[src/rtl/pwr_seq_pkg.sv]
// Shared constants for the ALU power sequencer: state codes, state width and
// default dwell lengths.
package pwr_seq_pkg;

  localparam int STATE_W          = 3;
  localparam int ISO_CYCLES_DEF   = 2;
  localparam int PWRUP_CYCLES_DEF = 4;

  localparam logic [STATE_W-1:0] ST_ACTIVE  = 3'd0;
  localparam logic [STATE_W-1:0] ST_DRAIN   = 3'd1;
  localparam logic [STATE_W-1:0] ST_SAVE    = 3'd2;
  localparam logic [STATE_W-1:0] ST_ISO     = 3'd3;
  localparam logic [STATE_W-1:0] ST_OFF     = 3'd4;
  localparam logic [STATE_W-1:0] ST_PWRUP   = 3'd5;
  localparam logic [STATE_W-1:0] ST_RESTORE = 3'd6;
  localparam logic [STATE_W-1:0] ST_DEISO   = 3'd7;

  typedef enum logic [STATE_W-1:0] {
    ACTIVE  = ST_ACTIVE,
    DRAIN   = ST_DRAIN,
    SAVE    = ST_SAVE,
    ISO     = ST_ISO,
    OFF     = ST_OFF,
    PWRUP   = ST_PWRUP,
    RESTORE = ST_RESTORE,
    DEISO   = ST_DEISO
  } pwr_state_e;

endpackage

[src/rtl/pwr_seq_timer.sv]
// Loadable down-counter used to time the ISO and PWRUP dwells. Loading N gives
// N+1 cycles before done is seen, so callers load (cycles - 1).
module pwr_seq_timer #(
  parameter int W = 3
) (
  input  logic         clk,
  input  logic         rst_n,
  input  logic         load,
  input  logic [W-1:0] load_val,
  output logic         done
);

  logic [W-1:0] cnt_q;
  logic [W-1:0] cnt_d;

  // Next count: load wins, otherwise count down and park at zero.
  always_comb begin
    cnt_d = cnt_q;
    if (load) begin
      cnt_d = load_val;
    end else if (cnt_q != '0) begin
      cnt_d = cnt_q - W'(1);
    end
  end

  // Counter register.
  always_ff @(posedge clk or negedge rst_n) begin
    if (!rst_n) begin
      cnt_q <= '0;
    end else begin
      cnt_q <= cnt_d;
    end
  end

  assign done = (cnt_q == '0);

endmodule

[src/rtl/alu_pwr_seq.sv]
// Power-sequencing controller for the gated ALU: turns sleep/wake pulses into
// drain/save/isolate/off and on/restore/de-isolate sequences, and blocks the
// ALU start strobe whenever the ALU is not fully active.
//
// state   | meaning
// ACTIVE  | ALU powered, starts pass through
// DRAIN   | waiting for alu_busy to drop
// SAVE    | one-cycle retention save pulse
// ISO     | outputs isolated, ISO_CYCLES before power removal
// OFF     | power removed, waiting for wake
// PWRUP   | power ramp, PWRUP_CYCLES before restore
// RESTORE | one-cycle retention restore pulse (still isolated)
// DEISO   | isolation released, one cycle before starts are allowed
module alu_pwr_seq
  import pwr_seq_pkg::*;
#(
  parameter int ISO_CYCLES   = ISO_CYCLES_DEF,
  parameter int PWRUP_CYCLES = PWRUP_CYCLES_DEF
) (
  input  logic               clk,
  input  logic               rst_n,
  input  logic               sleep_req,
  input  logic               wake_req,
  input  logic               alu_busy,
  input  logic               start_in,
  output logic               start_out,
  output logic               alu_pwr_en,
  output logic               iso_en,
  output logic               save,
  output logic               restore,
  output logic [STATE_W-1:0] pwr_state,
  output logic               sleep_ack,
  output logic               wake_ack
);

  localparam int MAX_CYC = (ISO_CYCLES > PWRUP_CYCLES) ? ISO_CYCLES : PWRUP_CYCLES;
  localparam int CNT_W   = $clog2(MAX_CYC + 1);
  localparam logic [CNT_W-1:0] ISO_LOAD   = CNT_W'(ISO_CYCLES - 1);
  localparam logic [CNT_W-1:0] PWRUP_LOAD = CNT_W'(PWRUP_CYCLES - 1);

  pwr_state_e state_q, state_d;
  logic wake_pend_q, wake_pend_d;
  logic sleep_pend_q, sleep_pend_d;
  logic alu_pwr_en_q, alu_pwr_en_d;
  logic iso_en_q, iso_en_d;
  logic save_q, save_d;
  logic restore_q, restore_d;
  logic sleep_ack_q, sleep_ack_d;
  logic wake_ack_q, wake_ack_d;

  logic             tmr_load;
  logic [CNT_W-1:0] tmr_val;
  logic             tmr_done;

  pwr_seq_timer #(.W(CNT_W)) u_timer (
    .clk      (clk),
    .rst_n    (rst_n),
    .load     (tmr_load),
    .load_val (tmr_val),
    .done     (tmr_done)
  );

  // Next state, pending-request flags and output decode of the next state so
  // the registered outputs line up with the state they belong to.
  always_comb begin
    state_d      = state_q;
    wake_pend_d  = wake_pend_q;
    sleep_pend_d = sleep_pend_q;

    if (wake_req && (state_q inside {DRAIN, SAVE, ISO})) begin
      wake_pend_d = 1'b1;
    end
    if (sleep_req && (state_q inside {PWRUP, RESTORE, DEISO})) begin
      sleep_pend_d = 1'b1;
    end

    case (state_q)
      ACTIVE: begin
        if ((sleep_req && !wake_req) || sleep_pend_q) begin
          state_d      = DRAIN;
          sleep_pend_d = 1'b0;
        end
      end
      DRAIN:   if (!alu_busy) state_d = SAVE;
      SAVE:    state_d = ISO;
      ISO:     if (tmr_done) state_d = OFF;
      OFF: begin
        if (wake_req || wake_pend_q) begin
          state_d     = PWRUP;
          wake_pend_d = 1'b0;
        end
      end
      PWRUP:   if (tmr_done) state_d = RESTORE;
      RESTORE: state_d = DEISO;
      DEISO:   state_d = ACTIVE;
      default: state_d = ACTIVE;
    endcase

    tmr_load = (state_d != state_q) && (state_d inside {ISO, PWRUP});
    tmr_val  = (state_d == ISO) ? ISO_LOAD : PWRUP_LOAD;

    alu_pwr_en_d = (state_d != OFF);
    iso_en_d     = (state_d inside {ISO, OFF, PWRUP, RESTORE});
    save_d       = (state_d == SAVE);
    restore_d    = (state_d == RESTORE);
    sleep_ack_d  = (state_d == OFF) && (state_q != OFF);
    wake_ack_d   = (state_d == ACTIVE) && (state_q == DEISO);
  end

  // State, pends and registered outputs; reset means full power, no isolation.
  always_ff @(posedge clk or negedge rst_n) begin
    if (!rst_n) begin
      state_q      <= ACTIVE;
      wake_pend_q  <= 1'b0;
      sleep_pend_q <= 1'b0;
      alu_pwr_en_q <= 1'b1;
      iso_en_q     <= 1'b0;
      save_q       <= 1'b0;
      restore_q    <= 1'b0;
      sleep_ack_q  <= 1'b0;
      wake_ack_q   <= 1'b0;
    end else begin
      state_q      <= state_d;
      wake_pend_q  <= wake_pend_d;
      sleep_pend_q <= sleep_pend_d;
      alu_pwr_en_q <= alu_pwr_en_d;
      iso_en_q     <= iso_en_d;
      save_q       <= save_d;
      restore_q    <= restore_d;
      sleep_ack_q  <= sleep_ack_d;
      wake_ack_q   <= wake_ack_d;
    end
  end

  assign start_out  = start_in && (state_q == ACTIVE);
  assign alu_pwr_en = alu_pwr_en_q;
  assign iso_en     = iso_en_q;
  assign save       = save_q;
  assign restore    = restore_q;
  assign pwr_state  = state_q;
  assign sleep_ack  = sleep_ack_q;
  assign wake_ack   = wake_ack_q;

endmodule

[config.mk]
export PLATFORM = sky130hd
export DESIGN_NAME = alu_pwr_seq
export DESIGN_NICKNAME = d
export VERILOG_FILES = /design/src/rtl/pwr_seq_pkg.sv /design/src/rtl/pwr_seq_timer.sv /design/src/rtl/alu_pwr_seq.sv
export SDC_FILE = /design/constraint.sdc
export NUM_CORES = 1
export LEC_CHECK = 0
export CORE_MARGIN = 2
export CORE_UTILIZATION = 30
export CTS_CLUSTER_DIAMETER = 150
export DETAILED_ROUTE_END_ITERATION = 8
export MAX_ROUTING_LAYER = met4
export PLACE_DENSITY_LB_ADDON = 0.25
export SYNTH_ARGS = -nofsm -noshare
export SYNTH_HDL_FRONTEND = slang
export SYNTH_SLANG_ARGS = --single-unit
[constraint.sdc]
create_clock -name clk -period 1.65 [get_ports clk]
set_clock_uncertainty 0.15 [all_clocks]
set_input_delay 0.2475 -clock clk [delete_from_list [all_inputs] [get_ports clk]]
set_output_delay 0.2475 -clock clk [all_outputs]
set_load 0.01 [all_outputs]
==> impl_metrics.env, run 1 <==
export IMPL_dr_first_iter_drc_count=10
export IMPL_crit_buf_inv=1
export IMPL_antenna_found_initial=0
export IMPL_worstRegToRegCells=5
export IMPL_p_per_area_mw_per_mm2=1970
export IMPL_synth_compound_area_frac=0.186
export IMPL_final_nets=113
export IMPL_path_delay_family="compound AO/OA/AOI/OAI gates"
export IMPL_worst_skew_pair_late_latency_ns=0.29
export IMPL_grtUsageTotal=0.150
export IMPL_synth_area_um2=726
export IMPL_fill_cells=234
export IMPL_num_io_pins=16
export IMPL_die_w_um=53.2
export IMPL_cp_required_ns=1.69
export IMPL_synthXorXnorAreaFrac=0.0121
export IMPL_pre_cts_slack_ns=-0.202
export IMPL_yosys_area_share_simple=0.210
export IMPL_rr_startpoint="pwr_state[1]$_DFF_PN0_"
export IMPL_yosys_area_top_type="dfrtp_1"
export IMPL_rrSetupSlack_ns=-0.01
export IMPL_synth_top_area_frac=0.448
export IMPL_wirelength_mm=1.78
export IMPL_slowest_stage="dfrtp_1"
export IMPL_coreArea_mm2=0.00225
export IMPL_end_kind="flip-flop"
export IMPL_multi_input_area_um2=368
export IMPL_register_area_um2=353
export IMPL_drive_above_1_share=0.365
export IMPL_violations="setup timing"
export IMPL_worst_slew_pin_slew_ns=0.330
export IMPL_dieArea_mm2=0.00283
export IMPL_syn_inst=70
export IMPL_syn_nets=78
export IMPL_synth_seq_cells=14
export IMPL_initial_utilization=0.322
export IMPL_worstPathArrival_ns=1.70
export IMPL_cpMostUsedCell="o32ai_2"
export IMPL_clk_pin_slew_ns=0.09
export IMPL_crit_chain="buf_4 -> nand2b_1 -> o32ai_2 -> o32ai_2 -> and2_1"
export IMPL_setup_ws_ns=-0.0115
export IMPL_syn_to_final_growth_pct=50.2
export IMPL_dp_hpwl_mm=1.21
export IMPL_wl_per_cell_um=13.5
export IMPL_numCtsBuffers=3
export IMPL_maxCapViolCount=0
export IMPL_num_vias=642
export IMPL_leakage_nw=0.506
export IMPL_synth_seq_area_share=0.484
export IMPL_outcome="finished with violations"
export IMPL_yosysWarnings=0
export IMPL_hold_path_class="in -> async"
export IMPL_critPathCapture="u_timer.cnt_q[2]$_DFFE_PN0P_"
export IMPL_clkSinkCount=14
export IMPL_grt_pass1_wl_mm=2.88
export IMPL_cts_hold_buf=0
export IMPL_fin_util=0.483
export IMPL_cp_max_fo=10
export IMPL_n_antenna_cell=0
export IMPL_via_per_inst=4.86
export IMPL_crit_type="reg -> reg"
export IMPL_worstSetupStartpoint="pwr_state[1]$_DFF_PN0_"
export IMPL_place_congestion=0.758
export IMPL_htree_num_levels=1
export IMPL_min_period_over_period=1.01
export IMPL_ir_drop_mv=0.924
export IMPL_die_h_um=53.2
export IMPL_synthTopCellsByArea="dfrtp_1 (45%), a21oi_1 (4.8%), dfstp_2 (3.6%)"
export IMPL_worst_r2r_endpoint="u_timer.cnt_q[2]$_DFFE_PN0P_"
export IMPL_grt_overflow=0
export IMPL_grt_pass1_vias=640
export IMPL_cp_start_kind="flip-flop"
export IMPL_drtPass1Iterations=4
export IMPL_grt_max_degree=15
export IMPL_max_slew_margin=0.780
export IMPL_portBuffers=15
export IMPL_drc=0
export IMPL_cts_root_buf="clkbuf_4"
export IMPL_synthAdderAreaFrac=0.0345
export IMPL_clk_path_buf_depth=2
export IMPL_ant_nets=0
export IMPL_rsz0062_at_grt="true"
export IMPL_ys_types=33
export IMPL_crit_cells=5
export IMPL_min_period_ns=1.66
export IMPL_synthMuxAreaShare=0.0155
export IMPL_max_freq_mhz=602
export IMPL_synth_area_per_cell_um2=10.4
export IMPL_rows=17
export IMPL_setup_viol=2
export IMPL_cpPeakStageDelay_ns=0.39
export IMPL_cts_tree="done"
export IMPL_synth_top_family_by_area="simple AND/OR/NAND/NOR gates"
export IMPL_final_hold_viol_count=0
export IMPL_drv_slew=0
## power by group
part | switching, W | leakage, nW | total (W) | internal (W)
clock | 0.000122 | 0.0210 | 0.000257 | 0.000134
combinational | 0.000611 | 0.319 | 0.00132 | 0.000711
sequential | 0.0000886 | 0.166 | 0.000565 | 0.000477
## metrics by stage
step | hold slack [ns] | cell area [um^2] | setup TNS (ns) | instances | power, W
after floorplan | -0.198 | 728 | 0 | 70 | 0.00125
after global placement | 0.348 | 992 | -0.607 | 124 | 0.00172
after detailed placement | 0.362 | 992 | -0.650 | 124 | 0.00173
after CTS | 0.115 | 1060 | 0 | 131 | 0.00207
after global routing | 0.130 | 1090 | -0.157 | 132 | 0.00233
final | 0.115 | 1090 | -0.0155 | 132 | 0.00214
## cell usage in the layout, fill, tap and decap left out, types with 2 or more instances in the layout
cell type        count
clkdlybuf4s50_1     10
inv_1                2
nand2b_1             3
buf_4               16
clkbuf_4             3
nor2_1               4
nor3_1               2
a21oi_1              6
nand2_1              6
inv_2                2
o21ai_0              2
dlygate4sd2_1        4
dfrtp_1             12
buf_6                2
o32ai_2              2
## how the worst min path moves through the flow
stage	cells past startpoint	start	endpoint	slack [ns]
5_1_grt	2	rst_n	save$_DFF_PN0_	0.13
3_3_place_gp	1	wake_pend_q$_DFF_PN0_	wake_pend_q$_DFF_PN0_	0.35
6_report	2	rst_n	save$_DFF_PN0_	0.12
3_5_place_dp	1	wake_pend_q$_DFF_PN0_	wake_pend_q$_DFF_PN0_	0.36
4_1_cts	2	rst_n	iso_en$_DFF_PN0_	0.12
2_1_floorplan	0	rst_n	iso_en$_DFF_PN0_	-0.20
## logic make-up after synthesis
kind of cell,after synthesis
adder cells (fa/ha/maj),2
multiplexers,1
XOR/XNOR,1
buffers and inverters,7
AND/OR/NAND/NOR,26
AO/OA/AOI/OAI,19
flip-flops,14
## cells in the mapped netlist (all sizes together)
master	n
dfrtp	13
a21oi	7
nand2	6
nor2	5
inv	4
buf	3
nand2b	3
nor3	3
o21ai	3
ha	2
o32ai	2
a21o	1
and2	1
and2b	1
and3	1
and3b	1
dfstp	1
mux2	1
nand3b	1
nor2b	1
o21a	1
o21bai	1
o221ai	1
o22ai	1
o2bb2ai	1
o31ai	1
or2b	1
or3	1
or3b	1
xnor2	1
## registers in the layout (all words and copies together), names as in the netlist
| signal | cells |
|---|---|
| wake_pend_q | 1 |
| alu_pwr_en | 1 |
| wake_ack | 1 |
| restore | 1 |
| save | 1 |
| sleep_pend_q | 1 |
| iso_en | 1 |
| sleep_ack | 1 |
| u_timer.cnt_q | 3 |
| pwr_state | 3 |
## layout make-up
class,count,share of cell area
multi-input combinational,49,0.338
sequential,14,0.324
timing repair buffer,33,0.259
clock buffer,4,0.0333
tap,28,0.0321
inverter,4,0.0138
## layer usage
layer	up-vias	GRT usage	share of wire
li1	310	-	-
met1	302	0.191	0.45
met2	26	0.229	0.48
met3	4	0.0254	0.060
met4	0	0.0769	0.016
met5	-	-	0
## repair_timing
action,in CTS,in global routing
pin swaps,1,4
endpoints found under the hold margin,0,0
resized for setup,14,4
endpoints found under the setup margin,7,5
gates cloned,0,0
setup buffers,3,1
(Power assumes the default switching activity.)
==> inputs of run 2 (changes only) <==
Settings changed: PLACE_DENSITY_LB_ADDON 0.25 to default.
==> impl_metrics.env, run 2 (synthesis gave the netlist of run 1 again) <==
export IMPL_worst_skew_pair_late_latency_ns=0.28
export IMPL_p_per_area_mw_per_mm2=1990
export IMPL_dp_hpwl_mm=1.22
export IMPL_min_period_over_period=0.996
export IMPL_rsz0062_at_grt="true"
export IMPL_coreArea_mm2=0.00225
export IMPL_drc=0
export IMPL_syn_to_final_growth_pct=54.0
export IMPL_grt_max_degree=15
export IMPL_worstPathArrival_ns=1.70
export IMPL_clk_path_buf_depth=2
export IMPL_outcome="finished clean"
export IMPL_n_antenna_cell=0
export IMPL_maxCapViolCount=0
export IMPL_min_period_ns=1.64
export IMPL_register_area_um2=352
export IMPL_setup_viol=0
export IMPL_cts_tree="done"
export IMPL_fin_cells=132
export IMPL_clkSinkCount=14
export IMPL_multi_input_area_um2=393
export IMPL_worst_r2r_endpoint="alu_pwr_en$_DFF_PN1_"
export IMPL_grt_pass1_vias=621
export IMPL_drtPass1Iterations=4
export IMPL_drv_slew=0
export IMPL_clk_pin_slew_ns=0.10
export IMPL_grt_pass1_wl_mm=2.73
export IMPL_dr_first_iter_drc_count=14
export IMPL_leakage_nw=0.517
export IMPL_max_freq_mhz=608
export IMPL_final_cell_mix="buf_4 (15), dfrtp_1 (13), clkdlybuf4s50_1 (10)"
export IMPL_htree_num_levels=1
export IMPL_num_vias=643
export IMPL_fill_cells=226
export IMPL_initial_utilization=0.322
export IMPL_via_per_inst=4.87
export IMPL_num_io_pins=16
export IMPL_max_slew_margin=0.803
export IMPL_die_h_um=53.2
export IMPL_die_w_um=53.2
export IMPL_fin_util=0.496
export IMPL_worst_slew_pin_slew_ns=0.295
export IMPL_wl_per_cell_um=13.1
export IMPL_ant_nets=0
export IMPL_grt_overflow=0
export IMPL_dieArea_mm2=0.00283
export IMPL_final_hold_viol_count=0
export IMPL_drive_above_1_share=0.385
export IMPL_dp_cells=123
export IMPL_rows=17
export IMPL_cp_required_ns=1.71
export IMPL_end_kind="flip-flop"
export IMPL_cp_max_fo=5
export IMPL_rrSetupSlack_ns=0.007
export IMPL_cts_root_buf="clkbuf_4"
export IMPL_ir_drop_mv=1.03
export IMPL_final_nets=113
export IMPL_crit_type="reg -> reg"
export IMPL_mostFrequentLayoutCell="buf_4"
export IMPL_numCtsBuffers=3
export IMPL_rr_startpoint="u_timer.cnt_q[1]$_DFFE_PN0P_"
export IMPL_hold_path_class="in -> async"
export IMPL_place_congestion=0.747
export IMPL_cts_hold_buf=0
export IMPL_wirelength_mm=1.73
export IMPL_antenna_found_initial=0
export IMPL_portBuffers=15
export IMPL_grtUsageTotal=0.145
export IMPL_cp_start_kind="flip-flop"
export IMPL_worstRegToRegCells=6
[run 2: what timing repair did]
action,in CTS,in global routing
buffers inserted,1,4
pin swaps,1,5
gates resized for setup,12,9
setup endpoints to repair,7,5
[run 2: critical path: stages, from the launching register on]
cell	delay [ns]
dfrtp_1	0.40
inv_2	0.09
ha_4	0.15
nor2b_4	0.17
o22ai_4	0.08
or3_4	0.37
o21bai_1	0.16
[run 2: stage by stage]
stage | worst slack, ns | instance area [um^2] | setup TNS (ns) | hold WS (ns) | total power, W
3_3_place_gp | -0.183 | 985 | -0.612 | 0.344 | 0.00169
4_1_cts | 0.000915 | 1050 | 0 | 0.115 | 0.00202
3_5_place_dp | -0.220 | 985 | -0.799 | 0.351 | 0.00170
6_report | 0.00652 | 1120 | 0 | 0.110 | 0.00223
5_1_grt | -0.0464 | 1120 | -0.114 | 0.135 | 0.00240
2_1_floorplan | 0.00766 | 728 | 0 | -0.198 | 0.00125
[run 2: per-layer routing]
layer | vias to the layer above | GRT usage | part of all wire
met5 | - | - | 0
met1 | 306 | 0.179 | 0.45
met3 | 4 | 0.0169 | 0.053
met4 | 0 | 0.115 | 0.025
met2 | 22 | 0.213 | 0.47
li1 | 311 | - | -
[run 2: area by class of cell]
type                            instances  area share
Sequential cell                        14       0.315
Tap cell                               28      0.0314
Multi-Input combinational cell         49       0.352
Timing Repair Buffer                   33       0.256
Inverter                                4      0.0134
Clock buffer                            4      0.0325
[run 2: power breakdown]
part           internal (W)  total, W  switching, W
Combinational      0.000771   0.00142      0.000647
Sequential         0.000474  0.000554     0.0000801
Clock              0.000134  0.000253      0.000119
Total               0.00138   0.00223      0.000846
[run 2: worst max path at each step]
stage	from	to	slack, ns	cells past startpoint
after floorplan	u_timer.cnt_q[1]$_DFFE_PN0P_	alu_pwr_en$_DFF_PN1_	0.008	6
after global placement	wake_req	alu_pwr_en$_DFF_PN1_	-0.18	5
after detailed placement	wake_req	alu_pwr_en$_DFF_PN1_	-0.22	5
after CTS	pwr_state[2]$_DFF_PN0_	start_out	0.0009	4
after global routing	u_timer.cnt_q[1]$_DFFE_PN0P_	alu_pwr_en$_DFF_PN1_	-0.05	6
final	u_timer.cnt_q[1]$_DFFE_PN0P_	alu_pwr_en$_DFF_PN1_	0.007	6
==> inputs of run 3 (changes only) <==
Settings changed: GPL_ROUTABILITY_DRIVEN from default to 0.
==> results of run 3 <==
No change in the layout: final DEF, timing and power equal those of run 2.
